`src/rtl/ram_rd_stream.sv`:
```
// ram_rd_stream: read-side streaming engine for a dual-port block RAM.
// Turns a (start_addr, len) command into a valid/ready stream. The RAM's
// one-cycle registered read is hidden behind a 2-entry buffer. The
// in-flight word is bypassed straight to the output, so the first beat
// appears two cycles after start and a full beat rate is kept under
// backpressure.
// Optional feature: define RAM_RD_STREAM_LAST_EN to add the out_last port.
module ram_rd_stream #(
   parameter int DATAWIDTH = 8,
   parameter int ADDRWIDTH = 9
) (
   input  logic                 clk,
   input  logic                 reset_l,
   input  logic                 start,
   input  logic [ADDRWIDTH-1:0] start_addr,
   input  logic [ADDRWIDTH:0]   len,
   input  logic                 abort,
   output logic                 busy,
   output logic                 done,
   output logic [ADDRWIDTH-1:0] ram_rd_addr,
   input  logic [DATAWIDTH-1:0] ram_rd_data,
   output logic [DATAWIDTH-1:0] out_data,
   output logic                 out_valid,
   input  logic                 out_ready
`ifdef RAM_RD_STREAM_LAST_EN
   ,
   output logic                 out_last
`endif
);

   typedef enum logic {IDLE, RUN} state_t;

   state_t                 state_q, state_d;
   logic [ADDRWIDTH-1:0]   addr_q, addr_d;
   logic [ADDRWIDTH:0]     issue_cnt_q, issue_cnt_d;
   logic [ADDRWIDTH:0]     beat_cnt_q, beat_cnt_d;
   logic                   inflight_q, inflight_d;
   logic [1:0]             cnt_q, cnt_d;
   logic [DATAWIDTH-1:0]   buf0_q, buf0_d, buf1_q, buf1_d;
   logic                   done_q, done_d;

   // Working signals: w0/w1 are the oldest and second-oldest pending words.
   // Each comes from the buffer or from the RAM read that lands this cycle.
   logic [DATAWIDTH-1:0]   w0, w1;
   logic [1:0]             total;
   logic                   pop, issue;

   // Pending-word view, stream outputs and issue permission.
   always_comb begin
      total     = cnt_q + {1'b0, inflight_q};
      w0        = (cnt_q != 2'd0) ? buf0_q : ram_rd_data;
      w1        = (cnt_q == 2'd2) ? buf1_q : ram_rd_data;
      out_valid = (total != 2'd0);
      out_data  = out_valid ? w0 : '0;
      pop       = out_valid & out_ready;
      issue     = (state_q == RUN) && !abort && (issue_cnt_q != '0) &&
                  ((total - {1'b0, pop}) < 2'd2);
   end

   assign busy        = (state_q == RUN);
   assign done        = done_q;
   assign ram_rd_addr = addr_q;

   // Next-state: FSM, address/count bookkeeping and buffer shifting.
   always_comb begin
      // NOTE: every signal gets a default first so no path leaves it unassigned (no latches).
      state_d     = state_q;
      addr_d      = addr_q;
      issue_cnt_d = issue_cnt_q;
      beat_cnt_d  = beat_cnt_q;
      inflight_d  = issue;
      done_d      = 1'b0;
      buf1_d      = buf1_q;
      if (pop) begin
         buf0_d = w1;
         cnt_d  = total - 2'd1;
      end else begin
         buf0_d = w0;
         buf1_d = w1;
         cnt_d  = total;
      end
      if (issue) begin
         addr_d      = addr_q + ADDRWIDTH'(1);
         issue_cnt_d = issue_cnt_q - (ADDRWIDTH+1)'(1);
      end
      case (state_q)
         IDLE: begin
            if (start) begin
               if (len != '0) begin
                  state_d     = RUN;
                  addr_d      = start_addr;
                  issue_cnt_d = len;
                  beat_cnt_d  = len;
               end else begin
                  done_d = 1'b1;
               end
            end
         end
         RUN: begin
            if (abort) begin
               state_d    = IDLE;
               cnt_d      = 2'd0;
               inflight_d = 1'b0;
            end else if (pop) begin
               beat_cnt_d = beat_cnt_q - (ADDRWIDTH+1)'(1);
               if (beat_cnt_q == (ADDRWIDTH+1)'(1)) begin
                  state_d = IDLE;
                  done_d  = 1'b1;
               end
            end
         end
         default: state_d = IDLE;
      endcase
   end

   // State register with asynchronous clear.
   always_ff @(posedge clk or negedge reset_l) begin
      // NOTE: sequential state uses non-blocking assignments only.
      if (!reset_l) begin
         state_q     <= IDLE;
         addr_q      <= '0;
         issue_cnt_q <= '0;
         beat_cnt_q  <= '0;
         inflight_q  <= 1'b0;
         cnt_q       <= 2'd0;
         // NOTE: the two buffer words are plain flops, so they are reset too; a RAM macro would not be.
         buf0_q      <= '0;
         buf1_q      <= '0;
         done_q      <= 1'b0;
      end else begin
         state_q     <= state_d;
         addr_q      <= addr_d;
         issue_cnt_q <= issue_cnt_d;
         beat_cnt_q  <= beat_cnt_d;
         inflight_q  <= inflight_d;
         cnt_q       <= cnt_d;
         buf0_q      <= buf0_d;
         buf1_q      <= buf1_d;
         done_q      <= done_d;
      end
   end

`ifdef RAM_RD_STREAM_LAST_EN
   logic last0_q, last0_d, last1_q, last1_d, inflight_last_q, inflight_last_d;
   logic w0_last, w1_last;

   // Last-beat flags travel alongside the data words through the buffer.
   always_comb begin
      w0_last         = (cnt_q != 2'd0) ? last0_q : inflight_last_q;
      w1_last         = (cnt_q == 2'd2) ? last1_q : inflight_last_q;
      out_last        = out_valid & w0_last;
      inflight_last_d = issue && (issue_cnt_q == (ADDRWIDTH+1)'(1));
      last1_d         = last1_q;
      if (pop) begin
         last0_d = w1_last;
      end else begin
         last0_d = w0_last;
         last1_d = w1_last;
      end
   end

   // Last-flag registers.
   always_ff @(posedge clk or negedge reset_l) begin
      if (!reset_l) begin
         last0_q         <= 1'b0;
         last1_q         <= 1'b0;
         inflight_last_q <= 1'b0;
      end else begin
         last0_q         <= last0_d;
         last1_q         <= last1_d;
         inflight_last_q <= inflight_last_d;
      end
   end
`endif

endmodule

```
`config.mk`:
```
export PLATFORM = sky130hd
export DESIGN_NAME = ram_rd_stream
export DESIGN_NICKNAME = d
export VERILOG_FILES = /design/src/rtl/ram_rd_stream.sv
export SDC_FILE = /design/constraint.sdc
export NUM_CORES = 1
export LEC_CHECK = 0
export CAP_MARGIN = 25
export CELL_PAD_IN_SITES_DETAIL_PLACEMENT = 0
export CELL_PAD_IN_SITES_GLOBAL_PLACEMENT = 1
export CORE_ASPECT_RATIO = 2
export CORE_MARGIN = 2
export CORE_UTILIZATION = 36
export DETAILED_ROUTE_END_ITERATION = 10
export GPL_TIMING_DRIVEN = 0
export PLACE_DENSITY_LB_ADDON = 0.12
export SLEW_MARGIN = 20
export SYNTH_ARGS = -nofsm -noshare
export SYNTH_HDL_FRONTEND = slang
export SYNTH_SLANG_ARGS = --single-unit
```
`constraint.sdc`:
```
create_clock -name clk -period 3.3 [get_ports clk]
set_clock_uncertainty 0.05 [all_clocks]
set_input_delay 0.66 -clock clk [delete_from_list [all_inputs] [get_ports clk]]
set_output_delay 0.66 -clock clk [all_outputs]
set_load 0.1 [all_outputs]
```
==> results.md <==
- Status: completed
- CTS tree: done
- Final Net Count: 429
- Post-synth cell types: 51
- Syn_nets: 369
- Final HPWL DP: 6450 um
- Post-layout min period: about 3.1 ns
- Hold Crit Class: input pin to asynchronous set/reset pin
- Critical Path Start Type: register
- Die H: 132 um
- Storage element area: 1250 um^2
- Post-synth EDFFs: 0
- Syn Area/Cell: ~8.9 um^2
- Clock sinks: 50
- Part of the Yosys area used for sequential elements: a little over two fifths
- Top-count cell post-synth: dfrtp_1
- Slew Limit Headroom: 34.7%
- Yosys warns: 0
- Post-synthesis compound-gate area fraction: 19.3%
- Final ANT Viol Nets: 0
- PortBufs: 51
- Drt first-iter violations: 123
- Antenna diode count: 0
- Root buffer cell: clkbuf_16
- Area leader, netlist: dfrtp_1
- Peak supply drop: 0.566 mV
- Mux cell area share after synthesis: 3.76%
- Maxcap violations: 0
- First-pass GRT wire length: between 10000 and 15000 um
- Met2 Usage GRT: 39.2%
- Die X: ~68 um
- DRC: 0
- Hold-fix buffers, CTS: 0
- Clock-pin slew on the worst setup and hold paths: approximately 0.07 ns
- Predominant post-synthesis flop cell: dfrtp_1
- # fillers: 801
- Share of cells above drive strength 1: 12.0%
- Max-slew violation count: 0
- Row count: 46
- Kind of end point of the critical path: primary output
- Final setup vio count: 0
- TritonRoute pass-1 iters: 4
- Largest family of logic cells by synthesized area: simple AND/OR/NAND/NOR gates
- Critical-path cell list: buf_4, xnor2_4, ha_1, buf_2, inv_1, dlygate4sd2_1
- H-tree depth: 2
- Vias in the first global route: between 2000 and 3000
- Via-to-Cell Ratio: between 5 and 6
- Mapped Cells: between 300 and 400
- Mapped Area: just under 3000 um^2
- Period Utilization, post-route: between 90 and 100%
- Hold Vio Cnt, Final: 0
- Area of the multi-input gates: 1590 um^2
- Met3 GRT Util: 2.83%
- Simple-gate portion of the synthesized area: between 20% and 30%
- WS Path Type: register to primary output
- RSZ-0062 raised after global routing: false
- Power after layout: approximately 0.0043 W
- Synth top area share: 42.8%
- Synth Area in Adders: 2.99%
- Num CTS Buffers: 5
- Slew @ Worst Pin: 0.976 ns
- Crit path max fanout: 10
- Synth async-reset ratio: 100%
- M1 GR Usage: 24.0%
- Register bit total from synthesis: 50
- Area contributors post-synth: dfrtp_1 (43%), o21ai_0 (5.0%), nor2_1 (4.5%)
- Wirelength, routed: 8630 um
- I/O pins: 52
- Via Count: 2807
- Max frequency: 324 MHz
- Max clock buf depth: 2
- Critical path arrival: 2.38 ns
- Worst skew pair latency: roughly 0.29 ns
- GPL Wtd Cong: 0.808
- Cell count after placement: 477
- Slowest-stage cell, CP: dlygate4sd2_1
- Synth Area in XOR/XNOR: around 1.7%
- Starting Density: 37.1%
- Core Box Area: about 8000 um^2
- Layout area overhead: 29.3%
- Gr usage total: between 20% and 30%
- Leak: 1.49 nW
- Initial antenna violation count: 0
- Overflow after GRT: 0
- Die ar.: 8910 um^2
- GR peak layer: met2
- Biggest cell delay along the critical path: 0.84 ns
- Power density cells: roughly 1100 nW/um^2
- Non-filler instance count after layout: between 400 and 500
- Largest net degree at the start of global routing: 51
- Drt wl/cell: 17.7 um
- Commonest cells in the netlist: dfrtp_1 (50), nor2_1 (35), o21ai_0 (29)
- Worst Path Required: 2.59 ns
[per-stage QoR]
| step | area, um^2 | utilization [%] | setup slack, ns | hold WS [ns] | TNS [ns] |
|---|---|---|---|---|---|
| 6_report | 3780 | 48.0 | 0.214 | 0.338 | 0 |
| 3_5_place_dp | 3560 | 45.2 | -0.642 | 0.446 | -12.55 |
| 2_1_floorplan | 2930 | - | 0.0460 | 0.314 | 0 |
| 4_1_cts | 3740 | 47.5 | 0.00808 | 0.367 | 0 |
| 3_3_place_gp | 3560 | 45.2 | -0.624 | 0.439 | -16.81 |
| 5_1_grt | 3780 | 48.0 | 0.0145 | 0.394 | 0 |
[registers in the layout, summed over array words and instances (netlist names)]
name / flops
buf0_q: 8
issue_cnt_q: 10
done: 1
busy: 1
cnt_q: 2
ram_rd_addr: 9
buf1_q: 8
beat_cnt_q: 10
inflight_q: 1
[area by class of cell]
cell class,instances,area share [%]
flip-flops and latches,50,33.1
multi-input cells,249,42.1
clock inverters,2,0.992
clock buffers,6,3.41
well taps,96,3.17
repair buffers,54,13.9
plain buffers,17,1.98
inverters,13,1.39
[final timing paths]
path | cells past startpoint | slack, ns | end | startpoint
setup / recovery | 6 | 0.21 | out_valid | cnt_q[1]
hold / removal | 1 | 0.34 | buf1_q[0] | reset_l
setup reg to reg | 12 | 0.22 | issue_cnt_q[1] | cnt_q[1]
hold reg to reg | 1 | 0.46 | buf1_q[5] | buf1_q[5]
max in group asynchronous | 1 | 2.41 | ram_rd_addr[7] | reset_l
min in group clk | 1 | 0.46 | buf1_q[5] | buf1_q[5]
[where the power goes]
part / total [W] / internal, W / leakage, nW / switching, W
registers: 0.00108 / 0.000862 / 0.586 / 0.000218
logic: 0.00257 / 0.000763 / 0.828 / 0.00181
clock network: 0.000597 / 0.000359 / 0.0771 / 0.000239
total: 0.00425 / 0.00198 / 1.49 / 0.00227
[routing by layer]
metal | part of all wire (%) | up-vias
li1 | - | 1352
met1 | 39 | 1389
met5 | 0 | -
met3 | 2.6 | 9
met4 | 1.3 | 0
met2 | 58 | 57
[placed cells by master, fill, tap and decap left out, types with 4 or more instances in the layout]
master and count:
o21ai_0 29, a21oi_1 8, dfrtp_1 50, nand2b_1 4
o31ai_1 7, nand4_1 8, nor4_1 4, clkdlybuf4s50_1 41
nand2_1 28, nor2_1 35, mux2_2 8, nor3_1 21
buf_4 5, inv_1 10, or4_1 8, ha_1 6
clkdlybuf4s15_2 6, a31oi_1 11, clkbuf_16 5, clkbuf_1 12
or3_1 9, o211a_1 8, nand3_1 6
[cell families (layout without fill, tap and decap cells)]
group / Yosys count / after routing
simple gates: 143 / 143
compound gates: 85 / 85
flops: 50 / 50
buf+inv: 31 / 92
mux: 10 / 10
fa+ha+maj: 7 / 7
xor+xnor: 4 / 4
[worst max-delay path, delay by kind of cell, from the launching register on]
kind / cells / cell delay (ns)
buf+inv: 4 / 1.31
flops: 1 / 0.41
fa+ha+maj: 1 / 0.20
xor+xnor: 1 / 0.16
[repair_timing]
action	4_1_cts	5_1_grt
gates cloned	0	0
pin swaps	0	2
setup endpoints to repair	29	21
buffers inserted	2	0
resized for setup	33	13
(Power assumes the default switching activity.)
